### config.mk
export PLATFORM = sky130hd
export DESIGN_NAME = sdram_arb
export DESIGN_NICKNAME = d
export VERILOG_FILES = /design/src/rtl/sdram_arb.sv
export SDC_FILE = /design/constraint.sdc
export NUM_CORES = 1
export LEC_CHECK = 0
export ABC_AREA = 1
export BUFFER_PORTS_ARGS = -buffer_cell sky130_fd_sc_hd__clkbuf_2
export CAP_MARGIN = 20
export CORE_ASPECT_RATIO = 0.8
export CORE_MARGIN = 2
export CORE_UTILIZATION = 53
export CTS_CLUSTER_SIZE = 20
export DETAILED_ROUTE_END_ITERATION = 8
export PLACE_DENSITY = 0.86
export SYNTH_ARGS = -nofsm -noshare
export SYNTH_HDL_FRONTEND = slang
export SYNTH_SLANG_ARGS = --single-unit
### constraint.sdc
create_clock -name clk -period 4.6 [get_ports clk]
set_input_delay 0.46 -clock clk [delete_from_list [all_inputs] [get_ports clk]]
set_output_delay 0.46 -clock clk [all_outputs]
set_load 0.03 [all_outputs]
### src/rtl/sdram_arb.sv
// sdram_arb: two-port word arbiter/sequencer in front of sdram_ctl; grant to ack ~9 cycles (read) / ~14 (write).
// Define SDRAM_ARB_RR_EN for round-robin grants; otherwise port 0 has fixed priority.
module sdram_arb #(
  parameter int INIT_CYCLES    = 5100,
  parameter int TIMEOUT_CYCLES = 32
) (
  input  logic        clk,
  input  logic        rst,
  input  logic        p0_req,
  input  logic        p0_we,
  input  logic [24:0] p0_addr,
  input  logic [15:0] p0_wdata,
  output logic        p0_ack,
  output logic [15:0] p0_rdata,
  input  logic        p1_req,
  input  logic        p1_we,
  input  logic [24:0] p1_addr,
  input  logic [15:0] p1_wdata,
  output logic        p1_ack,
  output logic [15:0] p1_rdata,
  output logic        mem_write_en,
  output logic [24:0] mem_addr,
  output logic [15:0] mem_data_in,
  output logic        mem_start,
  input  logic [15:0] mem_data_out,
  input  logic        mem_data_ready,
  output logic        busy,
  output logic        err
);

  typedef enum logic [2:0] {
    S_INIT,
    S_IDLE,
    S_ISSUE,
    S_WAIT_BUSY,
    S_WAIT_DONE,
    S_ACK
  } state_t;

  localparam int            IW        = (INIT_CYCLES > 1) ? $clog2(INIT_CYCLES) : 1;
  localparam logic [IW-1:0] INIT_LAST = IW'(INIT_CYCLES - 1);
  localparam logic [5:0]    TO_LAST   = 6'(TIMEOUT_CYCLES - 1);

  state_t        state_q, state_d;
  logic [IW-1:0] init_cnt_q, init_cnt_d;
  logic [5:0]    to_cnt_q, to_cnt_d;
  logic          grant_q, grant_d;
  logic          err_q, err_d;
  logic [15:0]   p0_rdata_q, p0_rdata_d;
  logic [15:0]   p1_rdata_q, p1_rdata_d;
  logic          mem_we_q, mem_we_d;
  logic [24:0]   mem_addr_q, mem_addr_d;
  logic [15:0]   mem_wdata_q, mem_wdata_d;

  logic any_req;
  logic win;
  logic to_hit;

  assign any_req = p0_req | p1_req;
  assign to_hit  = (to_cnt_q == TO_LAST);

`ifdef SDRAM_ARB_RR_EN
  logic last_q, last_d;

  // On contention the port that did not win last time goes first.
  assign win = (p0_req && p1_req) ? ~last_q : ~p0_req;

  always_comb begin
    last_d = last_q;
    if (state_q == S_IDLE && any_req) begin
      last_d = win;
    end
  end

  always_ff @(posedge clk or negedge rst) begin
    if (!rst) begin
      last_q <= 1'b1;
    end else begin
      last_q <= last_d;
    end
  end
`else
  assign win = ~p0_req;
`endif

  always_comb begin
    state_d     = state_q;
    init_cnt_d  = init_cnt_q;
    to_cnt_d    = to_cnt_q;
    grant_d     = grant_q;
    err_d       = err_q;
    p0_rdata_d  = p0_rdata_q;
    p1_rdata_d  = p1_rdata_q;
    mem_we_d    = mem_we_q;
    mem_addr_d  = mem_addr_q;
    mem_wdata_d = mem_wdata_q;

    unique case (state_q)
      S_INIT: begin
        init_cnt_d = init_cnt_q + 1'b1;
        if (init_cnt_q == INIT_LAST) begin
          state_d = S_IDLE;
        end
      end
      S_IDLE: begin
        if (any_req) begin
          grant_d     = win;
          mem_we_d    = win ? p1_we    : p0_we;
          mem_addr_d  = win ? p1_addr  : p0_addr;
          mem_wdata_d = win ? p1_wdata : p0_wdata;
          to_cnt_d    = '0;
          state_d     = S_ISSUE;
        end
      end
      S_ISSUE: begin
        state_d = S_WAIT_BUSY;
      end
      S_WAIT_BUSY, S_WAIT_DONE: begin
        to_cnt_d = to_cnt_q + 1'b1;
        if (state_q == S_WAIT_BUSY && !mem_data_ready) begin
          state_d = S_WAIT_DONE;
        end else if (state_q == S_WAIT_DONE && mem_data_ready) begin
          if (grant_q) p1_rdata_d = mem_data_out;
          else         p0_rdata_d = mem_data_out;
          state_d = S_ACK;
        end else if (to_hit) begin
          // Hung controller: still complete the request, with a poison value.
          err_d = 1'b1;
          if (grant_q) p1_rdata_d = 16'hFFFF;
          else         p0_rdata_d = 16'hFFFF;
          state_d = S_ACK;
        end
      end
      S_ACK: begin
        state_d = S_IDLE;
      end
      default: begin
        state_d = S_INIT;
      end
    endcase
  end

  always_ff @(posedge clk or negedge rst) begin
    if (!rst) begin
      state_q     <= S_INIT;
      init_cnt_q  <= '0;
      to_cnt_q    <= '0;
      grant_q     <= 1'b0;
      err_q       <= 1'b0;
      p0_rdata_q  <= '0;
      p1_rdata_q  <= '0;
      mem_we_q    <= 1'b0;
      mem_addr_q  <= '0;
      mem_wdata_q <= '0;
    end else begin
      state_q     <= state_d;
      init_cnt_q  <= init_cnt_d;
      to_cnt_q    <= to_cnt_d;
      grant_q     <= grant_d;
      err_q       <= err_d;
      p0_rdata_q  <= p0_rdata_d;
      p1_rdata_q  <= p1_rdata_d;
      mem_we_q    <= mem_we_d;
      mem_addr_q  <= mem_addr_d;
      mem_wdata_q <= mem_wdata_d;
    end
  end

  assign mem_start    = (state_q == S_ISSUE);
  assign busy         = (state_q != S_IDLE);
  assign err          = err_q;
  assign p0_ack       = (state_q == S_ACK) && !grant_q;
  assign p1_ack       = (state_q == S_ACK) &&  grant_q;
  assign p0_rdata     = p0_rdata_q;
  assign p1_rdata     = p1_rdata_q;
  assign mem_write_en = mem_we_q;
  assign mem_addr     = mem_addr_q;
  assign mem_data_in  = mem_wdata_q;

endmodule

# Word-level counts from Yosys, hierarchy flattened
# Cells that the tools add are included.
# classes
n_bitwise	4
muxes	19
n_reduce_logical	16
n_addsub	2
n_eq_ne	15
# ops
op	count
$mux W16	9
$mux W25	1
$mux W3	5
$pmux W3 S5	1
$add A13 B1 Y13 const B	1
$eq A13 B13 Y1 const B	1
$ne A2 B2 Y1 const B	6
$pmux W6 S2	1
$reduce_and A5 Y1	2
$add A6 B1 Y6 const B	1
$eq A3 B2 Y1 const B	2
$eq A3 B3 Y1 const B	2
$eq A6 B5 Y1 const B	1
$mux W6	1
$logic_and A1 B1 Y1	4
$ne A4 B4 Y1 const B	1
$reduce_and A2 Y1	2
$reduce_and A4 Y1	1
$reduce_bool A2 Y1	2
$eq A3 B1 Y1 const B	1
$logic_not A3 Y1	1
$ne A3 B1 Y1 const B	1
$not A1 Y1	3
$reduce_and A3 Y1	1
other kinds (4)	5
# totals
word_cells	66
reg_bits	98
in_bits	105
out_inout_bits	79

# Depth between registers and ports, before layout
# Gate-level depths: netlist (run 1).
# depth
word_depth	5
mapped_depth	10
depth_no_buf	9

# Worst setup path before layout (run 1)
# OpenSTA, ideal clock, no wires.
# synth_path
path_kind	register to register
from	register to_cnt_q[0]
to	register p0_rdata_q[10] (netlist: p0_rdata[10])
arrival_time_ps	1431
setup_ps	118
stages_incl_launch_ff	8
n_path_buf	1
slack_ps	3051
cell_sequence	dfrtp_1 -> ha_1 -> nand3_1 -> o21ai_2 -> nand2_4 -> buf_6 -> nand2_1 -> nand2_1
# synth_between
elab_chain_cells	3
word_cells_on_any_way	4
classes_between	eq/ne: 2; reduce/logical: 2
# synth_lines
item	line_no	text
start: declaration	46	logic [5:0] to_cnt_q, to_cnt_d;
start signal: assignment	158	to_cnt_q <= to_cnt_d;
$eq A6 B5 Y1 *	60	assign to_hit = (to_cnt_q == TO_LAST);
$ne A2 B2 Y1 (no line) or $reduce_bool A2 Y1 (tied branches)	--	
$reduce_and A5 Y1 (no line) *	--	
end signal: assignment	161	p0_rdata_q <= p0_rdata_d;
end: declaration	49	logic [15:0] p0_rdata_q, p0_rdata_d;
# Every way passes the cells marked *; elsewhere a longest branch is shown, timed or not.
# A chain may end at the register's enable or synchronous reset.

# Final worst setup path (run 1)
# layout_path
from	register state_q[1]
to	register mem_addr_q[22] (netlist: mem_addr[22])
# layout_between
elab_chain_cells	2
# layout_lines
item	line_no	text
start: declaration	44	state_t state_q, state_d;
start signal: assignment	156	state_q <= state_d;
$eq A3 B1 Y1	98	unique case (state_q)
$reduce_and A2 Y1 (no line)	--	
end signal: assignment	164	mem_addr_q <= mem_addr_d;
end: declaration	52	logic [24:0] mem_addr_q, mem_addr_d;
# Every way passes these cells.

==> results of run 1 <==
[worst max-delay path, cell delays in order, from the launching register on]
cell and delay [ns]:
dfrtp_1 0.51, nor3_4 0.28, o21ai_2 0.14, inv_2 0.59
buf_4 0.42, nor2_1 0.07, a31oi_1 0.16
[sequential cells by signal, summed over array words and instances (netlist names)]
name	count
init_cnt_q	13
mem_addr	25
p1_rdata	16
mem_data_in	16
state_q	3
err	1
grant_q	1
p0_rdata	16
mem_write_en	1
to_cnt_q	6
[through the flow]
step | instance area [um2] | std cells | total power, mW
after floorplan | 4650 | 557 | 0.905
after CTS | 5760 | 844 | 1.55
after detailed placement | 5560 | 828 | 0.974
after global routing | 5780 | 845 | 1.61
after global placement | 5560 | 828 | 0.972
final | 5780 | 845 | 1.54
[per-layer routing]
| layer | routed length, um | vias up | global-route usage | part of all wire |
|---|---|---|---|---|
| li1 | - | 2143 | - | - |
| met1 | 4830 | 2034 | 0.320 | 0.42 |
| met2 | 5600 | 196 | 0.426 | 0.48 |
| met3 | 1010 | 12 | 0.0751 | 0.088 |
| met4 | 112 | 0 | 0.0664 | 0.0097 |
| met5 | 0 | - | 0 | 0 |
[power breakdown]
| part | leakage (nW) | switching, mW | internal, mW | total, mW |
|---|---|---|---|---|
| Clock | 0.108 | 0.321 | 0.262 | 0.583 |
| Sequential | 1.32 | 0.000650 | 0.861 | 0.862 |
| Combinational | 1.83 | 0.0533 | 0.0419 | 0.0952 |
[cells in the mapped netlist (all sizes together)]
master,n,share of area
nor2,64,0.055
inv,26,0.021
clkbuf,10,0.0081
nand2,197,0.16
nand3,49,0.054
nor4,1,0.0013
xor2,9,0.017
buf,18,0.031
nor3,6,0.0089
clkinv,1,0.00081
xnor2,2,0.0038
o21ai,7,0.012
a22oi,2,0.0032
nand4,5,0.0067
a31oi,42,0.056
dfrtp,98,0.53
a21oi,2,0.0022
ha,2,0.0054
or2,16,0.022
[worst max path at each step]
stage,depth (start not counted),from,slack (ns),endpoint
2_1_floorplan,7,to_cnt_q[0]$_DFFE_PN0P_,3.05,p0_rdata[10]$_DFFE_PN0P_
6_report,6,state_q[1]$_DFFE_PN0P_,2.35,mem_addr[22]$_DFFE_PN0P_
4_1_cts,6,state_q[1]$_DFFE_PN0P_,2.33,mem_addr[22]$_DFFE_PN0P_
3_3_place_gp,5,p0_req,2.13,mem_addr[20]$_DFFE_PN0P_
5_1_grt,6,state_q[1]$_DFFE_PN0P_,2.14,mem_data_in[15]$_DFFE_PN0P_
3_5_place_dp,5,p0_req,1.97,mem_data_in[13]$_DFFE_PN0P_
[area by class of cell]
type,instances,area share
clock inverters,7,0.0145
flip-flops and latches,98,0.424
multi-input cells,404,0.331
clock buffers,9,0.0214
repair buffers,188,0.167
well taps,112,0.0242
inverters,27,0.0175
[logic make-up (layout without fill, tap and decap cells)]
| group | Yosys count | after routing | share of synthesized area |
|---|---|---|---|
| DFF | 98 | 98 | 0.527 |
| adders and majority gates | 2 | 2 | 0.00538 |
| xor gates and xnor gates | 11 | 11 | 0.0207 |
| AOI/OAI and AO/OA | 53 | 53 | 0.0734 |
| buffers and inverters | 55 | 231 | 0.0613 |
| and+or+nand+nor | 338 | 338 | 0.312 |
==> run metrics, run 1 <==
setup violators final 0; crit path max fanout 53; CTS Root Cell clkbuf_8; initial antenna violation count 0; TritonRoute pass-1 iters 5; syn nets 664; global route overflow 0; reg2reg path depth 6; Post-CTS Repair Setup Buffers 0; pin count of the biggest net entering global routing 64; Iter 0 DRT Violations 344; outcome complete, no violations; htree depth 3; layout cell share with drive strength beyond 1 0.319; worst flop-to-flop path endpoint mem_addr[22]$_DFFE_PN0P_; total wire length 11600 um; clock slew at reported path FFs 0.10 ns; Seq. cell area 2450 um2; hold slack 0.157 ns; FF+latch count, synth 98; DR WL/cell 13.7 um; CP Capture Type flop; die area 9550 um2; worst-skew pair later-pin latency 0.37 ns; Worst Path Required 4.88 ns; clock sinks 98; post-route ant nets 0; vias in the first global route 4130; Worst Setup Start Kind flop; Place WS 1.97 ns; Initial Utilization 0.546; Die H 87.8 um; Tmin final 2.25 ns; TritonCTS clock tree built; Worst EP arrival 2.53 ns; Total Routing Usage GR 0.252; fillers 674; syn_area_per_cell 8.35 um2; Setup TNS 0 ns; Worst Hold Class in -> async; # rows 30; IO Count 184; die width 109 um; yosys warns 0; total number of vias 4385; sequential fraction of the synthesis area 0.527; Hold Vio Cnt, Final 0; Post-Syn Area 4650 um2; post-CTS resize count 0; Post-Syn Instances 557; Multi-input gate area 1910 um2; most frequent cells in the layout 193 x nand2_1, 182 x clkbuf_2, 98 x dfrtp_1; Worst Tran Pin Value 0.782 ns; max_slew headroom 0.479; crit share post-route 0.490; post-route setup slack 2.35 ns; leakage power 3.26 nW; clk buf depth 2; Post-DP HPWL 8460 um; Layout Nets 835; Peak Freq 444 MHz; Max-Cap Viols 0; CTS Buf Count 9; global-route wire length before repair 19000 um; global placer's final weighted congestion 0.822; Peak VDD IR 0.000156 V; Clock Skew 0.0127 ns; PD cells 266 nW/um2; RSZ-0062 raised after global routing no; Slew Limit Fails 0; Hold Buf Count CTS 0; diode count 0; Core Region 8520 um2; PortBufs 183; commonest non-fill, non-tap cell in the layout nand2_1; worst r2r src state_q[1]$_DFFE_PN0P_; number of library cell types mapped by synthesis 30; post-layout util 0.679; number of remaining DRC errors 0; routed vias/inst 5.19; reg-to-reg slack, setup 2.35 ns; Crit Path Class reg -> reg; Syn-to-layout area delta 24.3%
No activity file was read; power rests on OpenSTA's default activity.
==> inputs of run 2 (changes only) <==
==> config.mk (replaced) <==
export PLATFORM = sky130hd
export DESIGN_NAME = sdram_arb
export DESIGN_NICKNAME = d
export VERILOG_FILES = /design/src/rtl/sdram_arb.sv
export SDC_FILE = /design/constraint.sdc
export NUM_CORES = 1
export LEC_CHECK = 0
export ABC_AREA = 0
export BUFFER_PORTS_ARGS = -buffer_cell sky130_fd_sc_hd__clkbuf_2
export CAP_MARGIN = 20
export CORE_ASPECT_RATIO = 0.8
export CORE_MARGIN = 2
export CORE_UTILIZATION = 49
export CTS_CLUSTER_SIZE = 20
export DETAILED_ROUTE_END_ITERATION = 8
export PLACE_DENSITY = 0.8
export SYNTH_ARGS = -nofsm -noshare
export SYNTH_HDL_FRONTEND = slang
export SYNTH_SLANG_ARGS = --single-unit
==> constraint.sdc (replaced) <==
create_clock -name clk -period 2.3 [get_ports clk]
set_input_delay 0.23 -clock clk [delete_from_list [all_inputs] [get_ports clk]]
set_output_delay 0.23 -clock clk [all_outputs]
set_load 0.03 [all_outputs]
==> run metrics, run 2 <==
Peak VDD IR 0.000770 V; metal1 wirelength 5210 um; Post-Syn Area 4800 um2; RSZ-0062 raised after global routing no; IO Count 184; Cell Int Power 4.40 mW; diode count 0; DR WL/cell 15.9 um; Iter 0 DRT Violations 281; TritonCTS clock tree built; global-route wire length before repair 20300 um; post-CTS resize count 0; reg-to-reg slack, setup 0.38 ns; total number of vias 4206; Post-Syn Instances 480; Worst EP arrival 1.78 ns; pin count of the biggest net entering global routing 61; Most used DFF post-synth dfrtp_1; Syn-to-layout area delta 28.1%; Clock Skew 0.00648 ns; worst r2r src state_q[2]$_DFFE_PN0P_; Reg power frac 0.356; Hold Vio Cnt, Final 0; PortBufs 183; Post-synth EDFFs 0; Clock Power Share 0.191; post-route ant nets 0; die width 115 um; Die H 92.5 um; top-count cell post-synth dfrtp_1; Tmin final 2.01 ns; die area 10600 um2; crit path max fanout 13; fillers 762; FF+latch count, synth 98; Hold Path Stages 3; vias in the first global route 4202; CP Capture Type primary output; clock slew at reported path FFs 0.07 ns; clock sinks 98; outcome complete, no violations; PD cells 1310 nW/um2; hold slack 0.157 ns; number of remaining DRC errors 0; routed vias/inst 5.43; syn_area_per_cell 10.0 um2; ys async rst share 1.00; Worst Path Required 2.07 ns; leading area contributor after synthesis dfrtp_1; crit share post-route 0.872; Synth top area share 0.511; Max-Cap Viols 0; worst flop-to-flop path endpoint p0_rdata[0]$_DFFE_PN0P_; Worst Tran Pin Value 0.795 ns; Initial Utilization 0.502; layout cell share with drive strength beyond 1 0.343; most frequent cells in the layout 182 x clkbuf_2, 97 x dfrtp_1, 51 x nand2_1; Comb pwr share 0.453; Worst Hold Class in -> reg; switch share 0.455; # rows 32; Detail Route met2 WL 5920 um; initial antenna violation count 0; top post-synthesis cells by area dfrtp_1 51%, mux2i_1 9.4%, a211oi_1 7.7%; Hold Startpoint p1_wdata[7]; Core Region 9570 um2; Peak Freq 498 MHz; switching power 3.67 mW; sequential fraction of the synthesis area 0.511; Hold Path End mem_data_in[7]$_DFFE_PN0P_; Total Routing Usage GR 0.244; Post-CTS Repair Setup Buffers 0; clk buf depth 2; syn nets 587; number of library cell types mapped by synthesis 44; Crit Path Class reg -> out; Layout Nets 758; commonest non-fill, non-tap cell in the layout clkbuf_2; TritonRoute pass-1 iters 5; leakage power 3.14 nW; metal3 WL 1060 um; Post-DP HPWL 8790 um; Hold Buf Count CTS 1; max_slew headroom 0.470; htree depth 3; synth cell count leaders 98 x dfrtp_1, 51 x nand2_1, 49 x a211oi_1; global placer's final weighted congestion 0.824; setup violators final 0; yosys warns 0; global route overflow 0; CTS Root Cell clkbuf_16; Setup TNS 0 ns; total wire length 12400 um; max FFs per register 25; Worst Setup Start Kind flop; Slew Limit Fails 0; reg2reg path depth 6; Top Layer Used met4; worst-skew pair later-pin latency 0.34 ns; CTS Buf Count 9
## run 2: critical path, cell delays in order (launching register included)
cell and delay [ns]:
dfrtp_1 0.60, nor3b_2 0.46, inv_1 0.15, clkbuf_2 0.22
## run 2: area by class of cell
type / count / area, um2 / area share
flip-flops and latches: 98 / 2450 / 0.399
multi-input cells: 339 / 2180 / 0.355
repair buffers: 197 / 1040 / 0.169
clock buffers: 9 / 225 / 0.0366
well taps: 119 / 149 / 0.0242
clock inverters: 7 / 77.6 / 0.0126
inverters: 6 / 22.5 / 0.00366
## run 2: worst max-delay path by stage
stage,to,start,cells after the start
after floorplan,p1_ack,state_q[0]$_DFFE_PN0P_,3
after global placement,p1_rdata[3]$_DFFE_PN0P_,to_cnt_q[0]$_DFFE_PN0P_,6
after detailed placement,p1_rdata[10]$_DFFE_PN0P_,to_cnt_q[0]$_DFFE_PN0P_,6
after CTS,busy,state_q[0]$_DFFE_PN0P_,3
after global routing,p1_ack,state_q[0]$_DFFE_PN0P_,3
final,busy,state_q[0]$_DFFE_PN0P_,3
## run 2: power by group through the flow
stage | clock network (mW) | logic (mW) | registers (mW)
2_1_floorplan | 0 | 1.67 | 3.76
6_report | 1.54 | 3.65 | 2.87
4_1_cts | 1.58 | 3.68 | 2.87
5_1_grt | 1.64 | 3.99 | 2.97
3_3_place_gp | 0 | 3.55 | 2.84
3_5_place_dp | 0 | 3.66 | 2.89
## run 2: cell families (layout without fill, tap and decap cells)
family,after synthesis,count (layout),share of synthesized area
AO/OA/AOI/OAI,108,108,0.146
XOR/XNOR,13,13,0.0237
adder cells (fa/ha/maj),2,2,0.00521
buffers and inverters,43,219,0.0399
flip-flops,98,98,0.511
multiplexers,48,48,0.101
AND/OR/NAND/NOR,168,168,0.173
## run 2: through the flow
stage / util / setup slack (ns) / instances / total power [mW] / instance area (um2)
2_1_floorplan: - / 0.381 / 480 / 5.43 / 4800
3_3_place_gp: 0.610 / 0.494 / 758 / 6.39 / 5840
3_5_place_dp: 0.610 / 0.425 / 758 / 6.55 / 5840
4_1_cts: 0.643 / 0.279 / 775 / 8.13 / 6150
5_1_grt: 0.643 / 0.116 / 775 / 8.60 / 6150
6_report: 0.643 / 0.294 / 775 / 8.07 / 6150
## run 2: per-layer routing
| layer | global-route usage | up-vias |
|---|---|---|
| met5 | 0 | - |
| met4 | 0.0701 | 0 |
| met3 | 0.0792 | 12 |
| met2 | 0.402 | 162 |
| met1 | 0.308 | 1975 |
| li1 | - | 2057 |
==> inputs of run 3 (changes only) <==
==> config.mk (replaced) <==
export PLATFORM = sky130hd
export DESIGN_NAME = sdram_arb
export DESIGN_NICKNAME = d
export VERILOG_FILES = /design/src/rtl/sdram_arb.sv
export SDC_FILE = /design/constraint.sdc
export NUM_CORES = 1
export LEC_CHECK = 0
export ABC_AREA = 0
export CAP_MARGIN = 20
export CORE_ASPECT_RATIO = 0.8
export CORE_MARGIN = 2
export CORE_UTILIZATION = 63
export CTS_CLUSTER_SIZE = 20
export DETAILED_ROUTE_END_ITERATION = 8
export DONT_BUFFER_PORTS = 1
export PLACE_DENSITY = 0.79
export REMOVE_ABC_BUFFERS = 1
export SYNTH_ARGS = -nofsm -noshare
export SYNTH_HDL_FRONTEND = slang
export SYNTH_SLANG_ARGS = --single-unit
==> run metrics, run 3 (synthesized netlist as in run 2, its figures left out) <==
outcome finished, violations left; failing checks negative hold slack; number of remaining DRC errors 0; routed vias/inst 6.12; Die H 82.1 um; clk buf depth 2; Total Routing Usage GR 0.250; initial antenna violation count 0; max FFs per register 25; IO Count 184; Crit Path Class reg -> out; Worst EP arrival 1.70 ns; Post-DP HPWL 7030 um; Tmin final 1.93 ns; Hold Vio Cnt, Final 98; clock slew at reported path FFs 0.09 ns; Peak VDD IR 0.000777 V; Slew Limit Fails 0; Iter 0 DRT Violations 164; Clock Skew 0.0102 ns; Post-CTS Repair Setup Buffers 0; # rows 28; TritonRoute pass-1 iters 5; leakage power 2.30 nW; DR WL/cell 17.9 um; global placer's final weighted congestion 0.812; pin count of the biggest net entering global routing 99; post-route ant nets 0; die area 8340 um2; setup violators final 0; TritonCTS clock tree built; vias in the first global route 3227; Setup TNS 0 ns; Syn-to-layout area delta 5.87%; most frequent cells in the layout 97 x dfrtp_1, 51 x nand2_1, 49 x a211oi_1; RSZ-0062 raised after global routing no; hold slack -0.438 ns; Peak Freq 518 MHz; layout cell share with drive strength beyond 1 0.0810; total number of vias 3511; htree depth 3; Tot Pwr 6.95 mW; global route overflow 0; worst-skew pair later-pin latency 0.36 ns; Hold Buf Count CTS 1; Worst Tran Pin Value 0.686 ns; total wire length 10300 um; CTS Root Cell clkbuf_8; Layout Nets 572; Worst Hold Class in -> async; post-CTS resize count 0; PD cells 1370 nW/um2; Max-Cap Viols 0; Initial Utilization 0.649; CP Capture Type primary output; PortBufs 0; crit path max fanout 13; max_slew headroom 0.538; Worst Setup Start Kind flop; Worst Path Required 2.07 ns; crit share post-route 0.840; Core Region 7390 um2; diode count 0; CTS Buf Count 9; global-route wire length before repair 16200 um; clock sinks 98; die width 102 um; commonest non-fill, non-tap cell in the layout dfrtp_1
==> run 3: cell count changes in the layout (fill, tap and decap cells not counted) <==
cell	before	now
clkbuf_2	182	0
clkbuf_8	0	10
clkbuf_16	9	0
buf_4	13	9
clkinv_4	2	0
inv_6	2	0
clkinv_2	1	2
clkinvlp_4	1	2
==> run 3: power breakdown <==
part / internal (mW) / switching, mW / leakage [nW] / total, mW
registers: 2.33 / 1.63 / 1.28 / 3.96
logic: 0.805 / 1.09 / 0.927 / 1.90
clock network: 0.523 / 0.568 / 0.0941 / 1.09
total: 3.66 / 3.29 / 2.30 / 6.95
==> run 3: area by class of cell <==
class | instances | area, um2
clock buffer | 10 | 138
clock inverter | 5 | 55.1
fill | 569 | 2310
inverter | 6 | 22.5
multi-input combinational | 339 | 2180
sequential | 98 | 2450
tap | 105 | 131
timing repair buffer | 11 | 97.6
==> run 3: metal layers <==
layer  GRT usage  vias to the layer above  wire length, um
li1            -                     1680                -
met1       0.334                     1691             4220
met2       0.383                      125             5020
met3      0.0953                       15              838
met4      0.0730                        0              172
met5           0                        -                0
==> run 3: worst paths after layout <==
check / startpoint / to / slack [ns] / cells past startpoint
max in group asynchronous: rst / grant_q$_DFFE_PN0P_ / 2.60 / 0
hold / removal: rst / p0_rdata[11]$_DFFE_PN0P_ / -0.44 / 0
setup reg to reg: state_q[0]$_DFFE_PN0P_ / to_cnt_q[3]$_DFFE_PN0P_ / 0.37 / 4
setup / recovery: state_q[0]$_DFFE_PN0P_ / p1_ack / 0.37 / 3
hold reg to reg: init_cnt_q[9]$_DFFE_PN0N_ / init_cnt_q[9]$_DFFE_PN0N_ / 0.46 / 1
min in group clk: p1_wdata[7] / mem_data_in[7]$_DFFE_PN0P_ / 0.05 / 2
==> run 3: per-stage QoR <==
step | cell area [um2] | setup slack, ns | cells | util
after floorplan | 4630 | -1.06 | 443 | -
after global placement | 4880 | 0.451 | 558 | 0.660
after detailed placement | 4880 | 0.375 | 558 | 0.660
after CTS | 5080 | 0.369 | 574 | 0.687
after global routing | 5080 | 0.181 | 574 | 0.687
final | 5080 | 0.368 | 574 | 0.687
==> run 3: critical path: stages, from the launching register on <==
cell and delay [ns]:
dfrtp_1 0.59, inv_1 0.15, nor4b_1 0.38, buf_4 0.23
